<file path="src/rtl/core_rc_ctrl.sv">
// Row sequencer for core_rc: scale handshake, credit-metered input, output drain, scale clear.
// Optional per-state watchdog on WAIT_SCALE/DRAIN enabled by defining RC_TIMEOUT_EN.
//
// state      | meaning
// IDLE       | waiting for row_start
// WAIT_SCALE | recompute row: waiting for RMS scale; input prefill allowed
// STREAM     | feeding elements to core_rc under FIFO credit
// DRAIN      | all elements issued, waiting for core_rc returns
// DONE       | one-cycle close-out; row_done/rc_scale_clear follow
module core_rc_ctrl #(
  parameter int ROW_LEN_WIDTH         = 12,
  parameter int RECOMPUTE_SCALE_WIDTH = 24,
  parameter int RECOMPUTE_SHIFT_WIDTH = 5,
  parameter int RECOMPUTE_FIFO_DEPTH  = 16
`ifdef RC_TIMEOUT_EN
  , parameter int TIMEOUT_WIDTH       = 10
`endif
) (
  input  logic                             clk,
  input  logic                             rst,
  input  logic                             row_start,
  input  logic                             row_recompute,
  input  logic [ROW_LEN_WIDTH-1:0]         cfg_row_len,
  input  logic [RECOMPUTE_SHIFT_WIDTH-1:0] cfg_rc_shift,
  input  logic [RECOMPUTE_SCALE_WIDTH-1:0] scale_in,
  input  logic                             scale_in_vld,
  input  logic                             src_vld,
  output logic                             src_rdy,
  output logic                             rc_in_data_vld,
  input  logic                             rc_out_vld,
  input  logic                             rc_fifo_full,
  output logic                             recompute_needed,
  output logic [RECOMPUTE_SCALE_WIDTH-1:0] rc_scale,
  output logic                             rc_scale_vld,
  output logic                             rc_scale_clear,
  output logic [RECOMPUTE_SHIFT_WIDTH-1:0] rms_rc_shift,
  output logic                             row_busy,
  output logic                             row_done,
  output logic                             error
);

  typedef enum logic [2:0] {IDLE, WAIT_SCALE, STREAM, DRAIN, DONE} state_t;

  localparam logic [ROW_LEN_WIDTH:0] FIFO_DEPTH = RECOMPUTE_FIFO_DEPTH[ROW_LEN_WIDTH:0];

  state_t                   state_q, state_d;
  logic [ROW_LEN_WIDTH-1:0] len_q, issued_q, returned_q;
  logic                     rec_q;
  logic [ROW_LEN_WIDTH:0]   outstanding, issued_inc, returned_inc;
  logic                     ret_counted, ret_over, err_d, wd_fire;

  assign row_busy         = (state_q != IDLE);
  assign recompute_needed = row_busy & rec_q;
  assign outstanding      = {1'b0, issued_q} - {1'b0, returned_q};
  assign src_rdy          = ((state_q == WAIT_SCALE) || (state_q == STREAM)) &&
                            (issued_q < len_q) && (outstanding < FIFO_DEPTH);
  assign rc_in_data_vld   = src_vld & src_rdy;

  // Returns are only counted inside a row; a return in IDLE is flagged separately.
  assign ret_counted  = rc_out_vld & row_busy;
  assign issued_inc   = {1'b0, issued_q} + {{ROW_LEN_WIDTH{1'b0}}, rc_in_data_vld};
  assign returned_inc = {1'b0, returned_q} + {{ROW_LEN_WIDTH{1'b0}}, ret_counted};
  assign ret_over     = (returned_inc > issued_inc);

  assign err_d = (row_start && (state_q != IDLE)) ||
                 (scale_in_vld && (state_q != WAIT_SCALE)) ||
                 (rc_out_vld && (state_q == IDLE)) ||
                 rc_fifo_full || ret_over || wd_fire;

`ifdef RC_TIMEOUT_EN
  localparam logic [TIMEOUT_WIDTH-1:0] WD_LAST = {{(TIMEOUT_WIDTH-1){1'b1}}, 1'b0};
  logic [TIMEOUT_WIDTH-1:0] wd_q;
  logic                     wd_active, wd_event;

  assign wd_active = (state_q == WAIT_SCALE) || (state_q == DRAIN);
  assign wd_event  = scale_in_vld | rc_out_vld;
  // Fires on the idle cycle that brings the count to 2^TIMEOUT_WIDTH-1.
  assign wd_fire   = wd_active && !wd_event && (wd_q == WD_LAST);

  always_ff @(posedge clk) begin
    if (rst || !wd_active || wd_event) wd_q <= '0;
    else                               wd_q <= wd_q + {{(TIMEOUT_WIDTH-1){1'b0}}, 1'b1};
  end
`else
  assign wd_fire = 1'b0;
`endif

  always_comb begin
    state_d = state_q;
    case (state_q)
      IDLE: begin
        if (row_start) begin
          if (cfg_row_len == '0) state_d = DONE;
          else if (row_recompute) state_d = WAIT_SCALE;
          else                    state_d = STREAM;
        end
      end
      WAIT_SCALE: begin
        if (scale_in_vld) state_d = STREAM;
        else if (wd_fire) state_d = DONE;
      end
      STREAM:  if (issued_q == len_q) state_d = DRAIN;
      DRAIN: begin
        if (returned_q == len_q) state_d = DONE;
        else if (wd_fire)        state_d = DONE;
      end
      DONE:    state_d = IDLE;
      default: state_d = IDLE;
    endcase
  end

  always_ff @(posedge clk) begin
    if (rst) begin
      state_q        <= IDLE;
      len_q          <= '0;
      issued_q       <= '0;
      returned_q     <= '0;
      rec_q          <= 1'b0;
      rc_scale       <= '0;
      rc_scale_vld   <= 1'b0;
      rc_scale_clear <= 1'b0;
      rms_rc_shift   <= '0;
      row_done       <= 1'b0;
      error          <= 1'b0;
    end else begin
      state_q        <= state_d;
      rc_scale_vld   <= 1'b0;
      rc_scale_clear <= 1'b0;
      row_done       <= 1'b0;
      if (state_q == IDLE) begin
        issued_q   <= '0;
        returned_q <= '0;
        if (row_start) begin
          len_q        <= cfg_row_len;
          rec_q        <= row_recompute;
          rms_rc_shift <= cfg_rc_shift;
        end
      end else begin
        issued_q   <= issued_inc[ROW_LEN_WIDTH-1:0];
        returned_q <= returned_inc[ROW_LEN_WIDTH-1:0];
      end
      if ((state_q == WAIT_SCALE) && scale_in_vld) begin
        rc_scale     <= scale_in;
        rc_scale_vld <= 1'b1;
      end
      if (state_q == DONE) begin
        row_done       <= 1'b1;
        rc_scale_clear <= rec_q;
        if (rec_q) rc_scale <= '0;
      end
      if (err_d) error <= 1'b1;
    end
  end

endmodule
</file>
<file path="config.mk">
export PLATFORM = sky130hd
export DESIGN_NAME = core_rc_ctrl
export DESIGN_NICKNAME = d
export VERILOG_FILES = /design/src/rtl/core_rc_ctrl.sv
export SDC_FILE = /design/constraint.sdc
export NUM_CORES = 1
export LEC_CHECK = 0
export ABC_AREA = 1
export BUFFER_PORTS_ARGS = -buffer_cell sky130_fd_sc_hd__buf_2
export CORE_UTILIZATION = 40
export DETAILED_ROUTE_END_ITERATION = 7
export GPL_TIMING_DRIVEN = 0
export PLACE_DENSITY = 0.61
export RECOVER_POWER = 100
export SYNTH_ARGS = -nofsm -noshare
export SYNTH_HDL_FRONTEND = slang
export SYNTH_SLANG_ARGS = --single-unit
</file>
<file path="constraint.sdc">
create_clock -name clk -period 3.6 [get_ports clk]
set_input_delay 0.18 -clock clk [delete_from_list [all_inputs] [get_ports clk]]
set_output_delay 0.18 -clock clk [all_outputs]
set_load 0.05 [all_outputs]
</file>
-- Word level (Yosys, flattened, before mapping)
Cells that the tools add are included.
- order comparisons: 3
- reduce and logical (&&, ||, !) cells: 18
- bitwise gates (word level): 4
- $add $sub $neg: 3
- muxes and demuxes: 12
- equal/unequal tests: 11
- operators by type and width (operator ; count):
    $mux 24 ; 3
    $add 12x1->13 ; 2
    $eq 12x12->1 ; 2
    $mux 3 ; 5
    $gt 13x13->1 ; 1
    $lt 13x5->1 const B ; 1
    $sub 12x12->13 ; 1
    $logic_not 12->1 ; 1
    $lt 12x12->1 ; 1
    $pmux 3 s4 ; 1
    $eq 3x2->1 const B ; 2
    $logic_and 1x1->1 ; 6
    $ne 2x2->1 const B ; 3
    $logic_or 1x1->1 ; 5
    $reduce_and 4->1 ; 1
    $reduce_or 2->1 ; 2
    $and 1x1->1 ; 3
    $eq 3x1->1 const B ; 1
    $eq 3x3->1 const B ; 1
    $logic_not 3->1 ; 1
    $ne 3x1->1 const B ; 1
    $reduce_bool 3->1 ; 1
    $mux 1 ; 2
    $mux 2 ; 1
    3 further kinds ; 3
- input port bits: 49
- output and inout port bits: 37
- register bits after elaboration: 73

-- Longest topological paths before layout
- word-level depth: 8
- mapped depth: 31

-- Worst setup path before layout
No wires, ideal clock.
- path kind: reg-to-reg
- from: reg returned_q[4]
- to: reg error
- buffers on the path: 0
- clock period less this slack: 4.247 ns
- data arrival time: 4.177 ns
- cell stages (with the launch flop): 29
- slack: -0.647 ns
- data required time: 3.529 ns
- cell sequence: dfxtp_1 > inv_1 > ha_1 > a21oi_1 > nor2_1 > o21ai_0 > nand3_1 > nand2_1 > nand2_1 > nor2_1 > nand4_1 > nor2_1 > ha_1 > nand2_2 > nor2_8 > nand3b_1 > nor3_2 > xnor2_1 > ha_1 > nand2_1 > inv_1 > nand3_1 > nor2_1 > o21ai_0 > nor2_2 > nor2_1 > nand2_1 > nand2_1 > a21oi_1
- word-level cells in the longest chain between the ends: 7
- elaborated cells on any way between the ends: 8
- classes of those cells: add/sub: 3; order compare: 2; bitwise: 1; reduce/logical: 2
- RTL lines (what ; RTL line ; text):
    start, declared ; 47 ; logic [ROW_LEN_WIDTH-1:0] len_q, issued_q, returned_q;
    start signal, assigned ; 140 ; returned_q <= returned_inc[ROW_LEN_WIDTH-1:0];
    $sub 12x12->13 ; 54 ; assign outstanding = {1'b0, issued_q} - {1'b0, returned_q};
    $lt 13x5->1 ; 56 ; (issued_q < len_q) && (outstanding < FIFO_DEPTH);
    $logic_and 1x1->1 ; 56 ;
    $and 1x1->1 ; 57 ; assign rc_in_data_vld = src_vld & src_rdy;
    net rc_in_data_vld ; 29 ; output logic rc_in_data_vld,
    $add 12x1->13 ; 61 ; assign issued_inc = {1'b0, issued_q} + {{ROW_LEN_WIDTH{1'b0}}, rc_in_data_vld};
    $gt 13x13->1 ; 63 ; assign ret_over = (returned_inc > issued_inc);
    $logic_or 1x1->1 ; 68 ; rc_fifo_full || ret_over || wd_fire;
    end signal, assigned ; 124 ; error <= 1'b0;
    end signal, assigned ; 151 ; if (err_d) error <= 1'b1;
    end, declared ; 39 ; output logic error
The timed path passes the listed nets, and every way through them passes these cells.
A chain may end at the register's enable or synchronous reset.

-- Final worst setup path
- from: reg returned_q[3]
- to: reg error
- word-level cells in the longest chain between the ends: 7
- elaborated cells on any way between the ends: 8
- classes of those cells: add/sub: 3; order compare: 2; bitwise: 1; reduce/logical: 2
- RTL lines (what ; RTL line):
    $sub 12x12->13 ; 54
    $lt 13x5->1 ; 56
    $logic_and 1x1->1 ; 56
    $and 1x1->1 ; 57
    $add 12x1->13 ; 61
    $gt 13x13->1 (*) ; 63
    $logic_or 1x1->1 (*) ; 68
Mark *: on every way between the ends. The rest lies on a longest branch, timed or not.

==> out/qor.yml <==
finalPower_mw: 2.97
post_synth_inst_count: 634
share_of_the_core_filled_with_cells_pct: 54.1
drt-met1-wl_mm: 5.36
crit_path_max_fanout: 4
std_cell_rows: 37
post_synth.cell_area_avg_um2: 6.86
period_minus_slack_ns: 3.95
timing.slew.headroom_pct: 56.1
timing_worst_slew_pin_value_ns: 0.652
route.antenna.remaining_nets: 0
vias_per_cell: 4.90
drv_cap: 0
clk_latency_ns: 0.35
num_antenna_cells: 0
dr.pass1.iters: 5
die_y_um: 106
finalHoldViolations: 0
drcViolationCount: 0
setup_viol_count_final: 1
synth.distinct_cells: 34
mappedNetlistNets: 722
placed_wire_length_estimate_after_detailed_placement_mm: 8.86
route.vias.total: 4352
synth_enable_flop_cells: 0
layout_commonest_cell: "sky130_fd_sc_hd__nor2_1"
clockPowerShare_pct: 23.0
violations_in_the_final_reports: "negative setup slack"
synth-async-reset-ratio_pct: 0
setup.worst_path.end_class: "register"
cp_slowest_cell: "sky130_fd_sc_hd__dfxtp_4"
drtIter0Drc: 272
cp_data_required_time_ns: 3.88
period_share_pct: 110
htree_levels: 3
layout.nets: 838
synth_top_flop_cell: "sky130_fd_sc_hd__dfxtp_1"
min_delay_worst_type: "in2reg"
post-place-ws_ns: -0.708
critical_path_buf_inv_count: 4
seq_power_share_pct: 33.6
vdd_ir_drop_max_mv: 0.388
timing.setup.critical_path_class: "reg2reg"
floorplan.die.width_um: 106
wl_per_cell_um: 12.9
pwr_dens_mw_per_mm2: 526
total_die_area_mm2: 0.0113
cts_sinks: 73
internal-power_mw: 1.68
final.setup.tns_ns: -0.348
critPathLaunchType: "register"
root_buffer: "sky130_fd_sc_hd__clkbuf_8"
critical_path.most_common_cell: "sky130_fd_sc_hd__nand2_1"
buffer_ports.inserted: 84
final_critical_path_setup_slack_ns: -0.348
grt_pass1_wl_mm: 19.2
timing.critical_path.max_delay_family: "simple AND/OR/NAND/NOR gates"
routed_wirelength_mm: 11.5
layoutNonFillerInstCount: 889
clock-skew-final_ns: 0.0115
arrival_ns: 4.23
top_layer: "met4"
globalRouteTotalUtil_pct: 21.6
placeable_core_region_mm2: 0.0104
met2RoutedLength_mm: 5.45
grt_pass1_vias: 4226
routed-wl-met3_um: 515
yosysWarningCount: 0
switching_part_of_the_total_pct: 43.4
power.switching_mw: 1.29
tritoncts_clock_tree: "built"
routabilityCongestion: 0.840
globalRoute.totalOverflow: 0
area_delta_synth_final_pct: 29.6
rsz0062_at_grt: "yes"
cts.reportedPaths.clkPinSlew_ns: 0.08
ctsHoldBuffers: 0
grt_max_degree: 12
placed_cells: 854
drive_gt1_share_pct: 23.1
fraction_of_the_yosys_area_taken_by_sequential_cells_pct: 33.6
synth_seq_cells: 73
io-pin-count: 86
final-max-slew-violation-count: 0
cellLeakagePower_nw: 2.59
grt_antenna_before_repair: 0
status: "finished, violations left"
combPwrFrac_pct: 43.3
netlist_area_mm2: 0.00435
cts_made_buffers: 9
timing.critical_path.slowest_cell_delay_ns: 0.37
layout_common_cells: "sky130_fd_sc_hd__nor2_1, sky130_fd_sc_hd__nand2_1, sky130_fd_sc_hd__inv_1, sky130_fd_sc_hd__buf_2"
cts-root-to-sink-buffers: 2
maxClockFrequency_mhz: 253
initial_utilization_pct: 41.7
final timing paths:
| kind | endpoint | depth (start not counted) | slack [ns] | start |
|---|---|---|---|---|
| setup / recovery | error | 30 | -0.35 | returned_q[3] |
| hold / removal | state_q[1] | 2 | 0.04 | rst |
| setup reg to reg | error | 30 | -0.35 | returned_q[3] |
| hold reg to reg | rms_rc_shift[4] | 2 | 0.46 | rms_rc_shift[4] |
synth_stat cells, types with 2 or more instances:
cell type,instances,area (um^2)
sky130_fd_sc_hd__a21oi_1,37,185
sky130_fd_sc_hd__nand2_1,108,405
sky130_fd_sc_hd__nor3_2,2,20.0
sky130_fd_sc_hd__nand3b_1,3,22.5
sky130_fd_sc_hd__inv_1,88,330
sky130_fd_sc_hd__nand3_1,24,120
sky130_fd_sc_hd__xnor2_1,10,87.6
sky130_fd_sc_hd__buf_2,3,15.0
sky130_fd_sc_hd__o21ai_0,24,120
sky130_fd_sc_hd__clkbuf_1,11,41.3
sky130_fd_sc_hd__o21bai_1,3,22.5
sky130_fd_sc_hd__xor2_1,8,70.1
sky130_fd_sc_hd__nand4_1,16,100
sky130_fd_sc_hd__inv_2,3,11.3
sky130_fd_sc_hd__a31oi_1,3,18.8
sky130_fd_sc_hd__dfxtp_1,73,1460
sky130_fd_sc_hd__nand3_2,3,30.0
sky130_fd_sc_hd__nand2_2,8,50.1
sky130_fd_sc_hd__ha_1,39,488
sky130_fd_sc_hd__o211ai_1,2,15.0
sky130_fd_sc_hd__nor2_2,5,31.3
sky130_fd_sc_hd__nor2_1,116,435
sky130_fd_sc_hd__nor3_1,34,170
metrics by stage:
stage	hold WS, ns	instance area (um^2)
6_report	0.0391	5630
5_1_grt	0.0145	5630
4_1_cts	0.0172	5580
3_5_place_dp	0.392	5090
3_3_place_gp	0.383	5090
2_1_floorplan	0.258	4500
layer usage:
metal  global-route usage, %  up-vias
li1                        -     2271
met1                    28.0     1961
met2                    35.6      108
met3                    3.68       12
met4                    8.23        0
met5                       0        -
sequential cells by signal, indices dropped and copies added (netlist names), 3 cells and up:
signal	count
rc_scale	24
issued_q	12
len_q	12
returned_q	12
rms_rc_shift	5
state_q	3
worst register-to-register path: cells and delay by family, from the launching register on:
family                   cells  cell delay (ns)
AO/OA/AOI/OAI                2             0.17
buffers and inverters        4             0.33
AND/OR/NAND/NOR             20             2.18
flip-flops                   1             0.37
adder cells (fa/ha/maj)      3             0.72
XOR/XNOR                     1             0.12
final cells by class:
class / count / area, um^2
Sequential cell: 73 / 1520
Clock buffer: 10 / 128
Buffer: 15 / 58.8
Fill cell: 1035 / 4780
Inverter: 91 / 344
Clock inverter: 4 / 70.1
Tap cell: 136 / 170
Multi-Input combinational cell: 455 / 2810
Timing Repair Buffer: 105 / 534
logic make-up after synthesis:
logic type	after synthesis	synth area share, %
AOI/OAI and AO/OA	75	9.41
DFF	73	33.6
adders and majority gates	39	11.2
xor gates and xnor gates	18	3.63
and+or+nand+nor	323	32.9
buffers and inverters	106	9.24
power groups by stage:
stage | clock network [mW] | logic (mW) | registers, mW
CTS | 0.694 | 1.32 | 0.999
finish | 0.683 | 1.29 | 0.997
detailed placement | 0 | 1.26 | 1.02
global placement | 0 | 1.24 | 1.01
global route | 0.732 | 1.42 | 1.01
floorplan | 0 | 0.707 | 1.24
repair_timing:
action | 4_1_cts | 5_1_grt
pin swaps | 30 | 20
hold endpoints to repair | 0 | 0
buffers inserted | 14 | 7
gates resized for setup | 49 | 20
setup endpoints to repair | 1 | 1
Power figures use the tool's default switching activity.
